<file path="src/rtl/tune_pkg.sv">
// Shared widths, frame geometry and loader state type for the SPI tune loader and the tune player.
package tune_pkg;
  localparam int NUM_NOTES   = 6;
  localparam int NOTE_W      = 8;
  localparam int SPEED_BYTES = 5;
  localparam int SPEED_W     = 36;
  localparam int SYNC_STAGES = 2;
  localparam int FRAME_BITS  = NUM_NOTES * NOTE_W + SPEED_BYTES * 8;
  localparam int CNT_W       = 7;

  localparam logic [CNT_W-1:0] CNT_FULL = CNT_W'(FRAME_BITS);
  localparam logic [CNT_W-1:0] CNT_SAT  = CNT_W'(FRAME_BITS + 1);

  typedef enum logic [1:0] {
    IDLE  = 2'd0,
    SHIFT = 2'd1,
    CHECK = 2'd2,
    PLAY  = 2'd3
  } loader_state_t;

  // A frame is usable only with exactly FRAME_BITS bits and a non-zero divisor.
  function automatic logic frame_valid(input logic [CNT_W-1:0] count,
                                       input logic [SPEED_W-1:0] speed);
    return (count == CNT_FULL) && (speed != {SPEED_W{1'b0}});
  endfunction
endpackage

</file>
<file path="src/rtl/spi_tune_loader_if.sv">
// MCU-side SPI pins plus the parameter/start bundle handed to the tune player.
interface spi_tune_loader_if;
  import tune_pkg::*;

  logic               sclk;
  logic               sdi;
  logic               load;
  logic [NOTE_W-1:0]  sd0;
  logic [NOTE_W-1:0]  sd1;
  logic [NOTE_W-1:0]  sd2;
  logic [NOTE_W-1:0]  sd3;
  logic [NOTE_W-1:0]  sd4;
  logic [NOTE_W-1:0]  sd5;
  logic [SPEED_W-1:0] clockSpeed;
  logic               start;
  logic               frame_err;

  modport slave (
    input  sclk, sdi, load,
    output sd0, sd1, sd2, sd3, sd4, sd5, clockSpeed, start, frame_err
  );

  modport master (
    output sclk, sdi, load,
    input  sd0, sd1, sd2, sd3, sd4, sd5, clockSpeed, start, frame_err
  );
endinterface

</file>
<file path="src/rtl/spi_tune_loader_sync_edge.sv">
// Multi-flop synchronizer for an asynchronous input with one-cycle rise/fall pulses.
module sync_edge #(
  parameter int STAGES = 2
) (
  input  logic clk,
  input  logic reset,
  input  logic d,
  output logic q,
  output logic rise,
  output logic fall
);
  logic [STAGES-1:0] chain_r;
  logic              prev_r;

  // Synchronizer chain (STAGES >= 2) plus the delayed copy used for edge detection.
  always_ff @(posedge clk or posedge reset) begin
    if (reset) begin
      chain_r <= {STAGES{1'b0}};
      prev_r  <= 1'b0;
    end else begin
      chain_r <= {chain_r[STAGES-2:0], d};
      prev_r  <= chain_r[STAGES-1];
    end
  end

  assign q    = chain_r[STAGES-1];
  assign rise = q & ~prev_r;
  assign fall = ~q & prev_r;
endmodule

</file>
<file path="src/rtl/spi_tune_loader.sv">
// SPI slave that collects an 88-bit song frame and publishes it to the tune player
// only after the frame has been checked, holding the parameters stable while start is high.
module spi_tune_loader
  import tune_pkg::*;
(
  input logic              clk,
  input logic              reset,
  spi_tune_loader_if.slave bus
);
  logic                   sclk_q, sclk_rise, sclk_fall;
  logic                   load_q, load_rise, load_fall;
  logic [SYNC_STAGES-1:0] sdi_sync_r;
  logic                   sdi_q;
  loader_state_t          state_r, state_s;
  logic [CNT_W-1:0]       count_r;
  logic [FRAME_BITS-1:0]  shreg_r;
  logic                   count_en_s, valid_s, enter_shift_s;
  logic                   unused_bits_s;

  sync_edge #(.STAGES(SYNC_STAGES)) u_sclk_sync (
    .clk(clk), .reset(reset), .d(bus.sclk), .q(sclk_q), .rise(sclk_rise), .fall(sclk_fall)
  );

  sync_edge #(.STAGES(SYNC_STAGES)) u_load_sync (
    .clk(clk), .reset(reset), .d(bus.load), .q(load_q), .rise(load_rise), .fall(load_fall)
  );

  // The divisor's top nibble on the wire is deliberately discarded.
  assign unused_bits_s = ^{sclk_q, sclk_fall, shreg_r[SPEED_BYTES*8-1:SPEED_W]};

  // sdi takes the same depth as sclk so the sampled bit lines up with the detected rise.
  always_ff @(posedge clk or posedge reset) begin
    if (reset) begin
      sdi_sync_r <= {SYNC_STAGES{1'b0}};
    end else begin
      sdi_sync_r <= {sdi_sync_r[SYNC_STAGES-2:0], bus.sdi};
    end
  end

  assign sdi_q         = sdi_sync_r[SYNC_STAGES-1];
  assign count_en_s    = sclk_rise & load_q;
  assign valid_s       = frame_valid(count_r, shreg_r[SPEED_W-1:0]);
  assign enter_shift_s = (state_r != SHIFT) && (state_s == SHIFT);

  // State register.
  always_ff @(posedge clk or posedge reset) begin
    if (reset) begin
      state_r <= IDLE;
    end else begin
      state_r <= state_s;
    end
  end

  // Next-state logic.
  always_comb begin
    state_s = state_r;
    case (state_r)
      IDLE:    if (load_rise) state_s = SHIFT; else state_s = IDLE;
      SHIFT:   if (load_fall) state_s = CHECK; else state_s = SHIFT;
      CHECK:   if (valid_s)   state_s = PLAY;  else state_s = IDLE;
      PLAY:    if (load_rise) state_s = SHIFT; else state_s = PLAY;
      default: state_s = IDLE;
    endcase
  end

  // Bit counter saturates one past a full frame so overlong frames stay detectable.
  always_ff @(posedge clk or posedge reset) begin
    if (reset) begin
      count_r <= {CNT_W{1'b0}};
      shreg_r <= {FRAME_BITS{1'b0}};
    end else if (enter_shift_s) begin
      count_r <= {CNT_W{1'b0}};
      shreg_r <= {FRAME_BITS{1'b0}};
    end else if ((state_r == SHIFT) && count_en_s) begin
      if (count_r != CNT_SAT) begin
        count_r <= count_r + CNT_W'(1);
      end
      shreg_r <= {shreg_r[FRAME_BITS-2:0], sdi_q};
    end
  end

  // Player-facing registers: parameters move only on a validated frame, start follows PLAY.
  always_ff @(posedge clk or posedge reset) begin
    if (reset) begin
      bus.sd0        <= {NOTE_W{1'b0}};
      bus.sd1        <= {NOTE_W{1'b0}};
      bus.sd2        <= {NOTE_W{1'b0}};
      bus.sd3        <= {NOTE_W{1'b0}};
      bus.sd4        <= {NOTE_W{1'b0}};
      bus.sd5        <= {NOTE_W{1'b0}};
      bus.clockSpeed <= {SPEED_W{1'b0}};
      bus.start      <= 1'b0;
      bus.frame_err  <= 1'b0;
    end else begin
      bus.start <= (state_s == PLAY);
      if (state_r == CHECK) begin
        if (valid_s) begin
          bus.sd0        <= shreg_r[FRAME_BITS-1            -: NOTE_W];
          bus.sd1        <= shreg_r[FRAME_BITS-1-  NOTE_W   -: NOTE_W];
          bus.sd2        <= shreg_r[FRAME_BITS-1-2*NOTE_W   -: NOTE_W];
          bus.sd3        <= shreg_r[FRAME_BITS-1-3*NOTE_W   -: NOTE_W];
          bus.sd4        <= shreg_r[FRAME_BITS-1-4*NOTE_W   -: NOTE_W];
          bus.sd5        <= shreg_r[FRAME_BITS-1-5*NOTE_W   -: NOTE_W];
          bus.clockSpeed <= shreg_r[SPEED_W-1:0];
          bus.frame_err  <= 1'b0;
        end else begin
          bus.frame_err  <= 1'b1;
        end
      end
    end
  end
endmodule

</file>
<file path="src/flat_wrapper.sv">
// flat-port wrapper written by rule: the top's interface ports become plain ports
module spi_tune_loader_flat import tune_pkg::*;
  (clk, reset, bus_sclk, bus_sdi, bus_load, bus_sd0, bus_sd1, bus_sd2, bus_sd3, bus_sd4, bus_sd5, bus_clockSpeed, bus_start, bus_frame_err);
  spi_tune_loader_if bus_i ();
  input logic clk;
  input logic reset;
  input wire logic [$bits(bus_i.sclk)-1:0] bus_sclk;
  input wire logic [$bits(bus_i.sdi)-1:0] bus_sdi;
  input wire logic [$bits(bus_i.load)-1:0] bus_load;
  output wire logic [$bits(bus_i.sd0)-1:0] bus_sd0;
  output wire logic [$bits(bus_i.sd1)-1:0] bus_sd1;
  output wire logic [$bits(bus_i.sd2)-1:0] bus_sd2;
  output wire logic [$bits(bus_i.sd3)-1:0] bus_sd3;
  output wire logic [$bits(bus_i.sd4)-1:0] bus_sd4;
  output wire logic [$bits(bus_i.sd5)-1:0] bus_sd5;
  output wire logic [$bits(bus_i.clockSpeed)-1:0] bus_clockSpeed;
  output wire logic [$bits(bus_i.start)-1:0] bus_start;
  output wire logic [$bits(bus_i.frame_err)-1:0] bus_frame_err;
  assign bus_i.sclk = bus_sclk;
  assign bus_i.sdi = bus_sdi;
  assign bus_i.load = bus_load;
  assign bus_sd0 = bus_i.sd0;
  assign bus_sd1 = bus_i.sd1;
  assign bus_sd2 = bus_i.sd2;
  assign bus_sd3 = bus_i.sd3;
  assign bus_sd4 = bus_i.sd4;
  assign bus_sd5 = bus_i.sd5;
  assign bus_clockSpeed = bus_i.clockSpeed;
  assign bus_start = bus_i.start;
  assign bus_frame_err = bus_i.frame_err;
  spi_tune_loader u_core (.clk(clk), .reset(reset), .bus(bus_i));
endmodule
</file>
<file path="config.mk">
export PLATFORM = sky130hd
export DESIGN_NAME = spi_tune_loader_flat
export DESIGN_NICKNAME = d
export VERILOG_FILES = /design/src/rtl/tune_pkg.sv /design/src/rtl/spi_tune_loader_if.sv /design/src/rtl/spi_tune_loader_sync_edge.sv /design/src/rtl/spi_tune_loader.sv /design/src/flat_wrapper.sv
export SDC_FILE = /design/constraint.sdc
export NUM_CORES = 1
export LEC_CHECK = 0
export ABC_AREA = 1
export CORE_ASPECT_RATIO = 1.75
export CORE_MARGIN = 3
export CORE_UTILIZATION = 60
export CTS_CLUSTER_SIZE = 28
export DETAILED_ROUTE_END_ITERATION = 10
export GPL_ROUTABILITY_DRIVEN = 0
export GPL_TIMING_DRIVEN = 0
export PLACE_DENSITY = 0.85
export SKIP_LAST_GASP = 1
export SLEW_MARGIN = 25
export SYNTH_ARGS = -nofsm -noshare
export SYNTH_HDL_FRONTEND = slang
export SYNTH_SLANG_ARGS = --single-unit
</file>
<file path="constraint.sdc">
create_clock -name clk -period 11.4 [get_ports clk]
set_input_delay 2.28 -clock clk [delete_from_list [all_inputs] [get_ports clk]]
set_output_delay 2.28 -clock clk [all_outputs]
set_load 0.005 [all_outputs]
</file>
### After elaboration in Yosys (flattened, before gate mapping)

Cells that the tools add are included.

* register bits after elaboration: 191
* word-level logic and storage cells: 53

* $add $sub $neg: 1
* equal/unequal tests: 8
* muxes and demuxes: 11
* bitwise logic cells: 7
* reductions and logical operators: 9

Operators by type and width (number)
* $mux 88: 2
* $reduce_bool 36->1: 1
* $mux 7: 3
* $pmux 2 s4: 1
* $add 7x1->7 const B: 1
* $eq 7x7->1 const B: 1
* $ne 7x7->1 const B: 1
* $eq 2x2->1 const B: 3
* $mux 2: 3
* $and 1x1->1: 4
* $eq 2x1->1 const B: 2
* $reduce_and 2->1: 2
* $reduce_bool 2->1: 2
* $logic_and 1x1->1: 3
* $not 1->1: 3
* $logic_not 2->1: 1
* $mux 1: 2
* $ne 2x1->1 const B: 1

### Depth between registers and ports, before layout

Gate-level depths: netlist (run 1).

* depth in word-level cells: 8
* gate-level depth with buffers: 11
* depth with buffers taken out: 10

### Modules after synthesis

A second synthesis (run 1) with hierarchy kept.

* cells, all modules: 961
* area total of the unflattened synthesis: 8110.3 µm²

By module, submodules not included
* spi_tune_loader: instances 1, cells each 945, area each 7922.6 µm², sequential area each 4629.4 µm²
* sync_edge: instances 2, cells each 8, area each 93.8 µm², sequential area each 75.1 µm²

### Worst setup path before layout (run 1)

No wires, ideal clock.

* kind: reg-to-output
* start: reg u_core.bus.frame_err
* end: out bus_frame_err
* data arrival time: 0.362 ns
* setup slack: 8.758 ns
* stages on the path, launching flop included: 1
* buffers on the path: 0
* cell sequence: dfrtp_1

RTL lines
* start, declared: RTL line spi_tune_loader_if.sv:20 `output sd0, sd1, sd2, sd3, sd4, sd5, clockSpeed, start, frame_err`
* start signal, assigned: RTL line spi_tune_loader.sv:93 `bus.frame_err <= 1'b0;`
* start signal, assigned: RTL line spi_tune_loader.sv:105 `bus.frame_err <= 1'b0;`
* start signal, assigned: RTL line spi_tune_loader.sv:107 `bus.frame_err <= 1'b1;`
* end, declared: RTL line flat_wrapper.sv:18 `output wire logic [$bits(bus_i.frame_err)-1:0] bus_frame_err;`

No word-level cell between the ends.

### Final worst setup path (run 1)

* start: reg u_core.bus.clockSpeed[5]
* end: out bus_clockSpeed[5]

RTL lines
* start, declared: RTL line spi_tune_loader_if.sv:20
* start signal, assigned: RTL line spi_tune_loader.sv:91 `bus.clockSpeed <= {SPEED_W{1'b0}};`
* start signal, assigned: RTL line spi_tune_loader.sv:104 `bus.clockSpeed <= shreg_r[SPEED_W-1:0];`
* end, declared: RTL line flat_wrapper.sv:16 `output wire logic [$bits(bus_i.clockSpeed)-1:0] bus_clockSpeed;`

No word-level cell between the ends.

==> results of run 1 <==
Yosys cell counts, types with 2 or more instances:
cell / n / area, µm²
dfrtp_1: 191 / 4780
nand2_1: 184 / 691
inv_1: 182 / 683
o21ai_0: 170 / 851
nor2_1: 119 / 447
buf_2: 23 / 115
clkbuf_1: 17 / 63.8
nand3_1: 7 / 35.0
buf_4: 6 / 45.0
xor2_1: 6 / 52.6
mux2_2: 4 / 45.0
nor3_1: 4 / 20.0
ha_1: 3 / 37.5
inv_2: 2 / 7.51
nand3_2: 2 / 20.0
report_power, final:
part | leakage [nW] | switching, mW | internal (mW)
sequential | 2.64 | 0.00991 | 0.688
clock | 0.303 | 0.256 | 0.373
combinational | 1.32 | 0.134 | 0.0567
logic make-up after synthesis:
logic type | count (synthesis) | share of synthesized area, %
buffers and inverters | 231 | 11.6
XOR/XNOR | 6 | 0.660
AO/OA/AOI/OAI | 174 | 11.0
multiplexers | 4 | 0.565
adder cells (fa/ha/maj) | 3 | 0.471
AND/OR/NAND/NOR | 320 | 15.6
flip-flops | 191 | 60.0
state kept, by name, summed over array words and instances (netlist names), 2 cells and up:
| name | cells |
|---|---|
| u_core.bus.clockSpeed | 36 |
| u_core.bus.sd0 | 8 |
| u_core.bus.sd1 | 8 |
| u_core.bus.sd2 | 8 |
| u_core.bus.sd3 | 8 |
| u_core.bus.sd4 | 8 |
| u_core.bus.sd5 | 8 |
| u_core.count_r | 7 |
| u_core.sdi_sync_r | 2 |
| u_core.shreg_r | 88 |
| u_core.state_r | 2 |
| u_core.u_load_sync.chain_r | 2 |
| u_core.u_sclk_sync.chain_r | 2 |
metal layers:
layer | global-route usage [%] | up-vias | wire length (µm) | share of wire [%]
met5 | 0 | - | 0 | 0
met4 | 13.1 | 0 | 569 | 3.2
met3 | 4.87 | 43 | 899 | 5.0
met2 | 46.9 | 181 | 9850 | 55
met1 | 27.9 | 3088 | 6540 | 37
li1 | - | 3030 | - | -
metrics by stage:
stage	worst slack [ps]	total power, mW	hold WS (ps)
after global routing	7720	1.57	374
after global placement	1720	0.894	336
final	7750	1.52	363
after detailed placement	8030	0.900	339
after CTS	7750	1.52	367
after floorplan	3920	0.841	331
path summary, 6_finish.rpt:
path                                                 end  slack [ps]                     startpoint  cells past startpoint
max                                    bus_clockSpeed[5]        7750       u_core.bus.clockSpeed[5]                      1
min                        u_core.u_load_sync.chain_r[1]         360  u_core.u_load_sync.chain_r[0]                      0
max reg2reg                    u_core.bus.clockSpeed[29]        9250             u_core.shreg_r[32]                      8
min reg2reg                u_core.u_load_sync.chain_r[1]         360  u_core.u_load_sync.chain_r[0]                      0
max in group asynchronous       u_core.bus.clockSpeed[1]        8490                          reset                      3
min in group asynchronous              u_core.bus.sd0[3]        2230                          reset                      2
placed cells by master, fill, tap and decap left out, drive strengths merged, types with 6 or more instances in the layout:
cell | synthesis | routed
clkbuf | 17 | 35
nand2 | 184 | 184
dfrtp | 191 | 191
o21ai | 171 | 171
clkdlybuf4s50 | 0 | 90
buf | 30 | 32
inv | 184 | 187
nand3 | 9 | 9
nor2 | 120 | 120
xor2 | 6 | 6
area by class of cell:
class	instances	share of cell area, %
clock buffers	18	4.50
inverters	184	7.15
repair buffers	92	9.79
well taps	171	2.19
multi-input cells	507	23.1
clock inverters	13	1.90
plain buffers	47	2.41
flip-flops and latches	191	48.9
==> run summary, run 1 <==
Period minus WS final = 3650 ps
nets = 1048
Worst-Skew Late Latency = 430 ps
CTS Buf Count = 17
Mapped Nets = 937
CTS Buffer Depth = 2
Final Instance Area = 9770 µm²
Seq cells post-synth = 191
crit share post-route = 32.0%
via count = 6342
slowest CP cell = clkdlybuf4s50_1
placed insts = 1192
fin cells = 1223
ANT cells = 0
prevailing post-synth register cell = dfrtp_1
Avg WL per Cell = 14.6 µm
clk_skew = 10.5 ps
# fillers = 896
final core utilization = 75.5%
slew at the pin closest to its max-slew limit = 516 ps
RSZ-0062 raised after global routing = no
EDFF count, synth = 0
Static Leak = 4.26 nW
Final setup viols = 0
1st-pass router iterations = 7
H-tree lvl count = 4
DR DRC count = 0
dpl cell area = 9140 µm²
top cell family by delay on the critical path = buffers and inverters
clk root buf = clkbuf_16
MaxCap Viol Count = 0
worst ir drop on vdd = 0.000126 V
P&R area growth vs syn = 22.6%
Multi-input gate area = 2260 µm²
post-CTS resize count = 0
All-Layer GR Usage = 25.6%
die area = 14700 µm²
hold violation count in the final report = 0
largest net degree at the start of global routing = 84
CP peak stage delay = 530 ps
status = finished, final reports clean
CTS Hold Bufs = 0
buffer and inverter count on the worst path = 1
worst-path fanout max = 2
post-synthesis sequential area ratio = 60.0%
CP arrival = 1370 ps
Avg Vias per Cell = 5.19
Worst Setup Path Type = flip-flop to output port
Post-CTS Setup Bufs = 0
Die Y = 158 µm
Hold Crit Class = flip-flop to flip-flop
clk sinks = 191
Critical Path RT = 9120 ps
post-synthesis cell type count = 24
syn avg cell area = 8.57 µm²
FMAX = 0.274 GHz
Reg area = 4780 µm²
port bufs = 90
IO Count = 91
YS warnings = 0
total grt overflow = 0
asr flop ratio synth = 100%
Slew headroom = 65.6%
Starting Density = 61.6%
HPWL Detailed = 12.0 mm
Final ANT Viol Nets = 0
critical path launch point type = flip-flop
critical path capture point type = output port
initial drt markers = 471
Clk pin slew, worst setup/hold paths = 70 ps
Power Dens Cells = 155 nW/µm²
Final Max Tran Viols = 0
number of global-route vias before repair = 6300
chip width = 93.1 µm
Post-Synthesis Cells = 929
CP cell instances = clkdlybuf4s50_1
initial antenna violation count = 0
layout cells sized above 1 = 7.03%
drt total wl = 17.9 mm
TNS Setup = 0 ps
CTS tree = built
FP Rows = 55
first-pass GRT wire length = 29.6 mm
core region area = 12900 µm²
Mapped Area = 7970 µm²
No activity file was read; power rests on OpenSTA's default activity.
==> inputs of run 2 (changes only) <==
CORE_UTILIZATION = 56   (was 60)
PLACE_DENSITY = 0.8   (was 0.85)
clock period = 3.8 ns   (was 11.4 ns; I/O delays follow)
==> run summary, run 2 (synthesis results as in run 1) <==
# fillers = 1057
CP peak stage delay = 410 ps
number of global-route vias before repair = 6270
Static Leak = 4.28 nW
chip width = 96.2 µm
initial drt markers = 332
Hold Crit Class = flip-flop to flip-flop
Clk pin slew, worst setup/hold paths = 70 ps
Avg WL per Cell = 14.2 µm
1st-pass router iterations = 5
die area = 15700 µm²
DR DRC count = 0
layout cells sized above 1 = 7.47%
Critical Path RT = 4090 ps
Hold EP = u_core.u_sclk_sync.chain_r[1]
IO Count = 91
CTS Buffer Depth = 2
Post-CTS Setup Bufs = 0
Avg Vias per Cell = 5.02
r2r setup slk = 1610 ps
placed insts = 1203
hold violation count in the final report = 0
largest net degree at the start of global routing = 31
Starting Density = 57.3%
Reg area = 4780 µm²
crit share post-route = 57.6%
Hold Crit Depth = 0
RSZ-0062 raised after global routing = no
ANT cells = 0
final core utilization = 70.7%
status = finished, final reports clean
clk sinks = 191
Period minus WS final = 2190 ps
power consumption = 4.45 mW
Die Y = 164 µm
nets = 1053
r2r endpoint = u_core.bus.clockSpeed[29]
dpl ws = 1680 ps
Power Dens Cells = 453 nW/µm²
fin cells = 1234
post-CTS resize count = 0
Reg2Reg Depth = 8
CTS tree = built
Final ANT Viol Nets = 0
slew at the pin closest to its max-slew limit = 535 ps
critical path capture point type = flip-flop
All-Layer GR Usage = 24.1%
core region area = 13900 µm²
critical path launch point type = flip-flop
CTS Hold Bufs = 0
worst ir drop on vdd = 0.000393 V
top flop regs = u_core.shreg_r x88, u_core.bus.clockSpeed x36
clk root buf = clkbuf_16
Hold Crit Start = u_core.u_sclk_sync.chain_r[0]
CTS Buf Count = 17
worst-path fanout max = 10
H-tree lvl count = 4
CP cell instances = nor2_1, nand3_1, nor2_1, nand4_1, nand3_2, buf_2, clkbuf_1, o21ai_0
FMAX = 0.457 GHz
post-route setup slack = 1610 ps
CP dominant cell by count = nor2_1
Worst-Skew Late Latency = 430 ps
first-pass GRT wire length = 29.4 mm
Multi-input gate area = 2260 µm²
total grt overflow = 0
most common cell after layout, fill and taps aside = dfrtp_1
FP Rows = 57
Largest register FFs = 88
drt total wl = 17.5 mm
via count = 6199
slowest CP cell = dfrtp_1
port bufs = 90
P&R area growth vs syn = 23.5%
HPWL Detailed = 12.4 mm
RR Startpoint = u_core.shreg_r[1]
most frequent cells in the layout = dfrtp_1, nand2_1, inv_1
initial antenna violation count = 0
MaxCap Viol Count = 0
CP Launch Point = u_core.shreg_r[1]
Final setup viols = 0
clk_skew = 12.4 ps
Final Max Tran Viols = 0
Biggest register = u_core.shreg_r
Worst Setup Path Type = flip-flop to flip-flop
CP arrival = 2480 ps
Slew headroom = 64.3%
-- run 2: worst max path at each step --
stage | end | cells past startpoint
6_report | u_core.bus.clockSpeed[29] | 8
5_1_grt | u_core.bus.clockSpeed[29] | 8
4_1_cts | u_core.bus.clockSpeed[29] | 8
3_5_place_dp | u_core.bus.sd5[4] | 5
3_3_place_gp | u_core.bus.sd5[1] | 2
2_1_floorplan | u_core.bus.clockSpeed[0] | 1
-- run 2: metal layers --
metal	GRT usage, %	up-vias	wire [µm]
met5	0	-	0
met3	3.99	36	691
li1	-	3016	-
met4	9.07	0	418
met1	27.9	3003	6730
met2	43.5	144	9650
-- run 2: worst max-delay path: cells and delay by family, from the launching register on --
| family | cells | cell delay (ps) |
|---|---|---|
| and+or+nand+nor | 5 | 810 |
| buffers and inverters | 2 | 660 |
| AOI/OAI and AO/OA | 1 | 160 |
| DFF | 1 | 410 |
-- run 2: power breakdown --
group | internal (mW) | total, mW | switching, mW | leakage, nW
combinational | 0.180 | 0.574 | 0.394 | 1.36
clock | 0.997 | 1.79 | 0.790 | 0.280
sequential | 2.06 | 2.09 | 0.0293 | 2.64
-- run 2: area by class of cell --
cell class                      instances  area share (%)
Sequential cell                       191            48.6
Multi-Input combinational cell        507            23.0
Timing Repair Buffer                   97            10.7
Inverter                              184            7.06
Clock buffer                           18            4.46
Buffer                                 47            2.39
Tap cell                              177            2.25
Clock inverter                         13            1.55
-- run 2: through the flow --
| stage | instance area, µm² | hold slack (ps) | TNS, ps |
|---|---|---|---|
| floorplan | 7970 | 331 | 0 |
| global placement | 9090 | 333 | -157590 |
| detailed placement | 9250 | 335 | 0 |
| CTS | 9840 | 352 | 0 |
| global route | 9840 | 353 | 0 |
| finish | 9840 | 351 | 0 |
==> inputs of run 3 (changes only) <==
clock period = 2.15 ns   (was 3.8 ns; I/O delays follow)
==> run summary, run 3 (synthesis results as in run 1) <==
initial drt markers = 412
crit share post-route = 91.7%
Hold Crit Depth = 0
Die Y = 164 µm
Final Max Tran Viols = 0
Worst-Skew Late Latency = 430 ps
CP peak stage delay = 390 ps
post-route setup slack = 179 ps
Clk pin slew, worst setup/hold paths = 70 ps
nets = 1057
top flop regs = u_core.shreg_r x88, u_core.bus.clockSpeed x36
status = finished, final reports clean
WP depth = 11
CTS Buffer Depth = 2
Starting Density = 57.3%
critical path launch point type = flip-flop
Power Dens Cells = 799 nW/µm²
H-tree lvl count = 4
Biggest register = u_core.shreg_r
clk_skew = 12.6 ps
FP Rows = 57
CTS tree = built
first-pass GRT wire length = 29.4 mm
top cell family by delay on the critical path = simple AND/OR/NAND/NOR gates
Hold WS = 352 ps
Worst Setup Path Type = flip-flop to flip-flop
Avg WL per Cell = 14.4 µm
slew at the pin closest to its max-slew limit = 546 ps
worst ir drop on vdd = 0.000672 V
largest net degree at the start of global routing = 31
CTS Buf Count = 17
port bufs = 90
Static Leak = 4.31 nW
clk sinks = 191
total grt overflow = 0
Period minus WS final = 1970 ps
most frequent cells in the layout = dfrtp_1, nand2_1, inv_1
Reg2Reg Depth = 11
TNS Setup = 0 ps
Largest register FFs = 88
All-Layer GR Usage = 24.1%
Slew headroom = 63.6%
core region area = 13900 µm²
Avg Vias per Cell = 5.05
HPWL Detailed = 12.4 mm
CP cell instances = inv_1, nand3_1, nor3_2, and2_1, nand2_1, nand2_1, nand3_1, nor2_4, buf_6, buf_4, nor2_1
Final setup viols = 0
slowest CP cell = dfrtp_1
P&R area growth vs syn = 24.3%
worst-path fanout max = 10
layout cells sized above 1 = 7.92%
hold violation count in the final report = 0
Final ANT Viol Nets = 0
most common cell after layout, fill and taps aside = dfrtp_1
die area = 15700 µm²
Critical Path RT = 2460 ps
1st-pass router iterations = 5
chip width = 96.2 µm
FMAX = 0.507 GHz
clk root buf = clkbuf_16
initial antenna violation count = 0
Hold Crit Class = flip-flop to flip-flop
DR DRC count = 0
ANT cells = 0
critical path capture point type = flip-flop
CP arrival = 2280 ps
via count = 6246
CTS Hold Bufs = 0
drt total wl = 17.9 mm
IO Count = 91
MaxCap Viol Count = 0
dpl ws = 31.9 ps
power consumption = 7.90 mW
number of global-route vias before repair = 6270
buffer and inverter count on the worst path = 3
==> run 3: changes by cell type in the layout (fill, tap and decap cells not counted), sizes merged <==
cell	before	now
clkbuf	35	42
buf	37	33
nand3	9	10
==> run 3: final timing paths <==
kind	endpoint	slack, ps	startpoint
min reg2reg	u_core.u_sclk_sync.chain_r[1]	350	u_core.u_sclk_sync.chain_r[0]
max	u_core.shreg_r[31]	180	u_core.count_r[5]
min	u_core.u_sclk_sync.chain_r[1]	350	u_core.u_sclk_sync.chain_r[0]
max reg2reg	u_core.shreg_r[31]	180	u_core.count_r[5]
max in group asynchronous	u_core.shreg_r[42]	840	reset
min in group asynchronous	u_core.bus.sd0[5]	370	reset
==> run 3: final cells by class <==
type                       instances  area (µm²)
sequential                       191        4780
buffer                            47         254
tap                              177         221
clock buffer                      18         439
fill                            1042        4010
multi-input combinational        508        2280
clock inverter                    13         153
inverter                         184         694
timing repair buffer             100        1080
==> run 3: report_power, final <==
part | total, mW | internal [mW] | switching (mW)
logic | 1.05 | 0.330 | 0.717
registers | 3.70 | 3.65 | 0.0547
clock network | 3.15 | 1.76 | 1.39
==> run 3: metal layers <==
metal	vias up	GRT usage, %	routed length, µm
li1	3030	-	-
met1	3020	27.9	6800
met2	159	43.5	9900
met3	37	3.99	751
met4	0	9.07	436
met5	-	0	0
==> run 3: timing repair <==
action / CTS / global route
setup buffers: 0 / 3
gates cloned: 0 / 1
setup endpoints to repair: 10 / 136
pin swaps: 0 / 0
resized for setup: 1 / 8
endpoints found under the hold margin: 0 / 0
==> run 3: metrics by stage <==
step | cell area (µm²) | cells | utilization, %
3_5_place_dp | 9250 | 1203 | 66.5
3_3_place_gp | 9090 | 1196 | 65.4
6_report | 9900 | 1238 | 71.2
5_1_grt | 9900 | 1238 | 71.2
4_1_cts | 9840 | 1234 | 70.8
2_1_floorplan | 7970 | 929 | -
